`src/rtl/hazard_issue_scheduler_if.sv`:
```
// Decode-to-issue bus for hazard_issue_scheduler. Decode drives the master side.
// Handshake: an instruction is accepted on a cycle where id_valid && id_ready; id_ready is combinational.
interface hazard_issue_scheduler_if #(
    parameter int NREGS = 16
);
    logic             id_valid;
    logic [NREGS-1:0] id_req;
    logic [NREGS-1:0] id_prov;
    logic             flush;
    logic             id_ready;
    logic             issue_valid;
    logic [NREGS-1:0] issue_prov;
    logic [NREGS-1:0] busy_mask;
    logic [1:0]       state;
    logic [15:0]      stall_cnt;

    modport master (
        output id_valid, id_req, id_prov, flush,
        input  id_ready, issue_valid, issue_prov, busy_mask, state, stall_cnt
    );

    modport slave (
        input  id_valid, id_req, id_prov, flush,
        output id_ready, issue_valid, issue_prov, busy_mask, state, stall_cnt
    );
endinterface

```
`src/rtl/hazard_issue_scheduler.sv`:
```
// RAW/WAW issue scheduler with a fixed-latency shadow pipeline of destination masks.
// Optional macro HAZ_BYPASS_EN: writeback forwarding, so the last slot no longer blocks.
module hazard_issue_scheduler #(
    parameter int NREGS = 16,
    parameter int DEPTH = 3
) (
    input  logic                     clk,
    input  logic                     reset,
    hazard_issue_scheduler_if.slave  bus
);

`ifdef HAZ_BYPASS_EN
    localparam int BUSY_SLOTS = DEPTH - 1;
`else
    localparam int BUSY_SLOTS = DEPTH;
`endif

    typedef enum logic [1:0] {
        ST_RUN   = 2'd0,
        ST_STALL = 2'd1,
        ST_FLUSH = 2'd2
    } state_e;

    state_e           r_state;
    state_e           w_state_nxt;
    logic [NREGS-1:0] r_slot [DEPTH];
    logic             r_issue_valid;
    logic [15:0]      r_stall_cnt;
    logic [NREGS-1:0] w_busy;
    logic             w_hazard;
    logic             w_ready;
    logic             w_accept;

    always_comb begin
        w_busy = '0;
        for (int i = 0; i < BUSY_SLOTS; i++) begin
            w_busy = w_busy | r_slot[i];
        end
    end

    assign w_hazard = |((bus.id_req | bus.id_prov) & w_busy);
    assign w_ready  = bus.id_valid & ~w_hazard & ~bus.flush & (r_state != ST_FLUSH);
    assign w_accept = bus.id_valid & w_ready;

    always_comb begin
        w_state_nxt = r_state;
        if (bus.flush) begin
            w_state_nxt = ST_FLUSH;
        end else begin
            case (r_state)
                ST_RUN:   if (bus.id_valid && w_hazard) w_state_nxt = ST_STALL;
                ST_STALL: if (!w_hazard) w_state_nxt = ST_RUN;
                ST_FLUSH: w_state_nxt = ST_RUN;
                default:  w_state_nxt = ST_RUN;
            endcase
        end
    end

    always_ff @(posedge clk) begin
        if (reset) begin
            r_state       <= ST_RUN;
            r_issue_valid <= 1'b0;
            r_stall_cnt   <= '0;
            for (int i = 0; i < DEPTH; i++) r_slot[i] <= '0;
        end else begin
            r_state       <= w_state_nxt;
            r_issue_valid <= w_accept;
            if (bus.id_valid && !w_ready && (r_stall_cnt != 16'hFFFF)) begin
                r_stall_cnt <= r_stall_cnt + 16'd1;
            end
            // A flush wipes every in-flight entry; w_accept is already 0 then.
            if (bus.flush) begin
                for (int i = 0; i < DEPTH; i++) r_slot[i] <= '0;
            end else begin
                r_slot[0] <= w_accept ? bus.id_prov : '0;
                for (int i = 1; i < DEPTH; i++) r_slot[i] <= r_slot[i-1];
            end
        end
    end

    assign bus.id_ready    = w_ready;
    assign bus.issue_valid = r_issue_valid;
    assign bus.issue_prov  = r_slot[0];
    assign bus.busy_mask   = w_busy;
    assign bus.state       = r_state;
    assign bus.stall_cnt   = r_stall_cnt;

endmodule

```
`src/flat_wrapper.sv`:
```
// flat-port wrapper written by rule: the top's interface ports become plain ports
module hazard_issue_scheduler_flat 
#(
    parameter int NREGS = 16,
    parameter int DEPTH = 3
)
  (clk, reset, bus_id_valid, bus_id_req, bus_id_prov, bus_flush, bus_id_ready, bus_issue_valid, bus_issue_prov, bus_busy_mask, bus_state, bus_stall_cnt);
  hazard_issue_scheduler_if #(.NREGS(NREGS)) bus_i ();
  input  logic clk;
  input  logic reset;
  input wire logic [$bits(bus_i.id_valid)-1:0] bus_id_valid;
  input wire logic [$bits(bus_i.id_req)-1:0] bus_id_req;
  input wire logic [$bits(bus_i.id_prov)-1:0] bus_id_prov;
  input wire logic [$bits(bus_i.flush)-1:0] bus_flush;
  output wire logic [$bits(bus_i.id_ready)-1:0] bus_id_ready;
  output wire logic [$bits(bus_i.issue_valid)-1:0] bus_issue_valid;
  output wire logic [$bits(bus_i.issue_prov)-1:0] bus_issue_prov;
  output wire logic [$bits(bus_i.busy_mask)-1:0] bus_busy_mask;
  output wire logic [$bits(bus_i.state)-1:0] bus_state;
  output wire logic [$bits(bus_i.stall_cnt)-1:0] bus_stall_cnt;
  assign bus_i.id_valid = bus_id_valid;
  assign bus_i.id_req = bus_id_req;
  assign bus_i.id_prov = bus_id_prov;
  assign bus_i.flush = bus_flush;
  assign bus_id_ready = bus_i.id_ready;
  assign bus_issue_valid = bus_i.issue_valid;
  assign bus_issue_prov = bus_i.issue_prov;
  assign bus_busy_mask = bus_i.busy_mask;
  assign bus_state = bus_i.state;
  assign bus_stall_cnt = bus_i.stall_cnt;
  hazard_issue_scheduler #(.NREGS(NREGS), .DEPTH(DEPTH)) u_core (.clk(clk), .reset(reset), .bus(bus_i));
endmodule
```
`config.mk`:
```
export PLATFORM = sky130hd
export DESIGN_NAME = hazard_issue_scheduler_flat
export DESIGN_NICKNAME = d
export VERILOG_FILES = /design/src/rtl/hazard_issue_scheduler_if.sv /design/src/rtl/hazard_issue_scheduler.sv /design/src/flat_wrapper.sv
export SDC_FILE = /design/constraint.sdc
export NUM_CORES = 1
export LEC_CHECK = 0
export ABC_CLOCK_PERIOD_IN_PS = 5080
export BUFFER_PORTS_ARGS = -buffer_cell sky130_fd_sc_hd__buf_2
export CAP_MARGIN = 20
export CORE_MARGIN = 4
export CORE_UTILIZATION = 56
export CTS_CLUSTER_SIZE = 12
export DETAILED_ROUTE_END_ITERATION = 8
export GPL_TIMING_DRIVEN = 0
export PLACE_DENSITY = 0.95
export SYNTH_ARGS = -nofsm -noshare
export SYNTH_HDL_FRONTEND = slang
export SYNTH_SLANG_ARGS = --single-unit
```
`constraint.sdc`:
```
create_clock -name clk -period 5.08 [get_ports clk]
set_input_delay 1.016 -clock clk [delete_from_list [all_inputs] [get_ports clk]]
set_output_delay 1.016 -clock clk [all_outputs]
set_load 0.05 [all_outputs]
```
==> impl_metrics.py <==
metrics = {
    "synth": {
        "netlist_area_sq_mm": 0.00312,
        "netlist.area_leader.share": 0.462,
        "ys_seq_elements": 67,
        "ys_seq_area_frac": 0.585,
        "yosysWarningCount": 0,
        "synth_largest_area_cell": "edfxtp_1",
        "netlist_top_cells_area": "edfxtp_1, dfxtp_1, and2_1, o32ai_1, buf_4",
        "avgSynthCellArea_sq_um": 11.8,
        "synth_cells": 264,
        "synth_cell_types": 35,
    },
    "layout": {
        "drive_above_1_share": 0.312,
        "fin_cells": 483,
        "area_growth_pct": 27.8,
        "insertedDiodeCount": 0,
        "final_cell_mix": "buf_2, and2_1, edfxtp_1, conb_1, dfxtp_1",
        "final_util": 0.761,
        "final_common_cell": "buf_2",
        "final_area_sq_mm": 0.00398,
        "finalNetCount": 445,
    },
    "routing": {
        "avgRoutedWirePerCell_um": 15.0,
        "via_count": 2491,
        "viasPerCell": 5.16,
        "wl_um": 7220,
        "postRouteAntennaNets": 0,
        "dr.pass1.iters": 4,
        "drt_iter0_drc": 144,
        "drcViolationCount": 0,
    },
    "min_path": {
        "hold_path_class": "reg -> reg",
    },
    "global_routing": {
        "grt.overflow.total": 0,
        "antenna_found_initial": 0,
        "use_met3": 0.0434,
        "gr-usage-met1": 0.257,
        "grt_pass1_wl_um": 11400,
        "grt_pass1_vias": 2548,
        "grt_usage": 0.232,
        "grt_max_degree": 11,
        "met2_usage": 0.422,
        "busiest_layer": "met2",
    },
    "pwr": {
        "netSwitchingPower_mw": 0.292,
        "ir_drop_v": 0.000207,
        "total_power_mw": 1.14,
        "p_leak_nw": 1.75,
        "seqPwrFrac": 0.544,
        "p_int_mw": 0.850,
        "power_density_mw_per_mm2": 287,
        "combPwrFrac": 0.116,
        "pwr-share-clk": 0.340,
        "switching_share": 0.255,
    },
    "placed_design": {
        "place.gp.congestion": 0.845,
        "io_buffer_count": 86,
        "dp_cells": 467,
        "dpl-instance-area_sq_mm": 0.00381,
        "dp_hpwl_um": 5540,
    },
    "worst_setup_path": {
        "cp_common_cell": "buf_2",
        "crit_path_cell_trace": "buf_2 > o32ai_1 > nand4_1 > nor4_2 > and2_1 > buf_4 > buf_2",
        "critPathArrivalTime_ns": 2.53,
        "end_kind": "primary output",
        "critPathKind": "in -> out",
        "slowest_delay_ns": 0.44,
        "cp-start-kind": "input pin",
        "cp.required_ns": 4.06,
        "cp_slowest_cell": "nor4_2",
        "path_max_fanout": 6,
    },
    "clock_network": {
        "hold_buffers": 0,
        "path_clk_slew_ns": 0.06,
        "cts_buffer_depth": 2,
        "clk_latency_ns": 0.33,
        "cts_sinks": 67,
        "root_buffer": "clkbuf_8",
        "htreeDepth": 3,
        "cts_tree": "done",
        "cts_setup_buffers": 0,
        "cts_resized": 0,
        "cts_buffers": 9,
    },
    "floorplan": {
        "core_area_sq_mm": 0.00524,
        "die_height_um": 82.6,
        "dieArea_sq_mm": 0.00682,
        "die_width_um": 82.6,
        "io_pins": 88,
        "rows": 26,
        "start_util": 0.595,
    },
    "sta": {
        "fmax_mhz": 282,
        "worstMarginPinSlew_ns": 0.665,
        "slew_violations": 0,
        "period_share": 0.698,
        "tns_ns": 0,
        "rsz0062_at_grt": "no",
        "hold_viol": 0,
        "setup_viol": 0,
        "fin_crit_ns": 3.54,
        "relSlewSlack": 0.554,
        "clock_skew_ns": 0.00915,
    },
    "status": {
        "status": "finished, final reports clean",
    },
    "flow_run": {
        "drv_cap": 0,
    },
}
[synth_stat cells]
master    count
and2_1       51
edfxtp_1     48
dfxtp_1      19
or3_1        18
buf_4        17
o32ai_1      16
nor2_1       13
nand4_1      12
nor2b_1      10
clkbuf_1      7
a21oi_1       6
mux2_2        5
nand2_1       5
a31o_2        3
inv_1         3
mux2_1        3
nor3_1        3
o21ai_0       3
and3_1        2
and3_2        2
and4_1        2
nor3b_1       2
xnor2_1       2
a211oi_1      1
a31o_1        1
and4bb_2      1
buf_2         1
conb_1        1
ha_1          1
mux2i_1       1
nand3_1       1
nor4_1        1
nor4_2        1
o211ai_1      1
or2b_1        1
[per-layer routing]
metal,wire [um],share of wire,vias up
met5,0,0,-
met4,188,0.026,0
met3,470,0.065,21
met2,3810,0.53,102
met1,2760,0.38,1158
li1,-,-,1210
[power groups by stage]
stage | clock network (mW) | logic (mW) | registers, mW
after floorplan | 0 | 0.0847 | 0.636
after global placement | 0 | 0.128 | 0.631
after detailed placement | 0 | 0.131 | 0.633
after CTS | 0.393 | 0.132 | 0.621
after global routing | 0.419 | 0.143 | 0.623
final | 0.388 | 0.133 | 0.621
[per-stage QoR]
stage / hold WS (ns) / setup slack (ns)
after global routing: 0.506 / 1.43
after detailed placement: 0.454 / 1.51
after floorplan: 0.542 / 2.06
final: 0.465 / 1.54
after global placement: 0.442 / 1.52
after CTS: 0.461 / 1.52
[critical path: cells and delay by family]
kind,cells,cell delay (ns)
AO/OA/AOI/OAI,1,0.16
buffers and inverters,3,0.50
AND/OR/NAND/NOR,3,0.85
[cell families after synthesis]
kind of cell | after synthesis | share of synthesized area
AO/OA/AOI/OAI | 31 | 0.0755
XOR/XNOR | 2 | 0.00562
adder cells (fa/ha/maj) | 1 | 0.00401
buffers and inverters | 28 | 0.0546
flip-flops | 67 | 0.585
multiplexers | 9 | 0.0321
other | 1 | 0.00120
AND/OR/NAND/NOR | 125 | 0.242
[cell type report]
class / count / area [sq um]
clock buffer: 14 / 163
timing repair buffer: 86 / 430
clock inverter: 2 / 10.0
inverter: 3 / 11.3
sequential: 67 / 1820
multi-input combinational: 216 / 1300
fill: 376 / 1250
tap: 70 / 87.6
buffer: 25 / 159
[worst paths after layout]
check,startpoint,to,slack (ns),cells past startpoint
worst max-delay path,bus_id_prov[7],bus_id_ready,1.54,7
worst min-delay path,u_core.bus.state[1]$_SDFFE_PP0P_,u_core.bus.state[0]$_SDFFE_PN0P_,0.46,1
worst min register to register,u_core.bus.state[1]$_SDFFE_PP0P_,u_core.bus.state[0]$_SDFFE_PN0P_,0.46,1
worst max register to register,u_core.r_slot[0][7]$_SDFFCE_PN0P_,u_core.bus.stall_cnt[14]$_SDFFE_PP0P_,2.67,7
[registers in the layout, indices dropped and copies added (netlist names)]
signal and flops:
u_core.bus.state 2, u_core.bus.stall_cnt 16, u_core.r_slot 48, u_core.bus.issue_valid 1
Power figures use the tool's default switching activity.
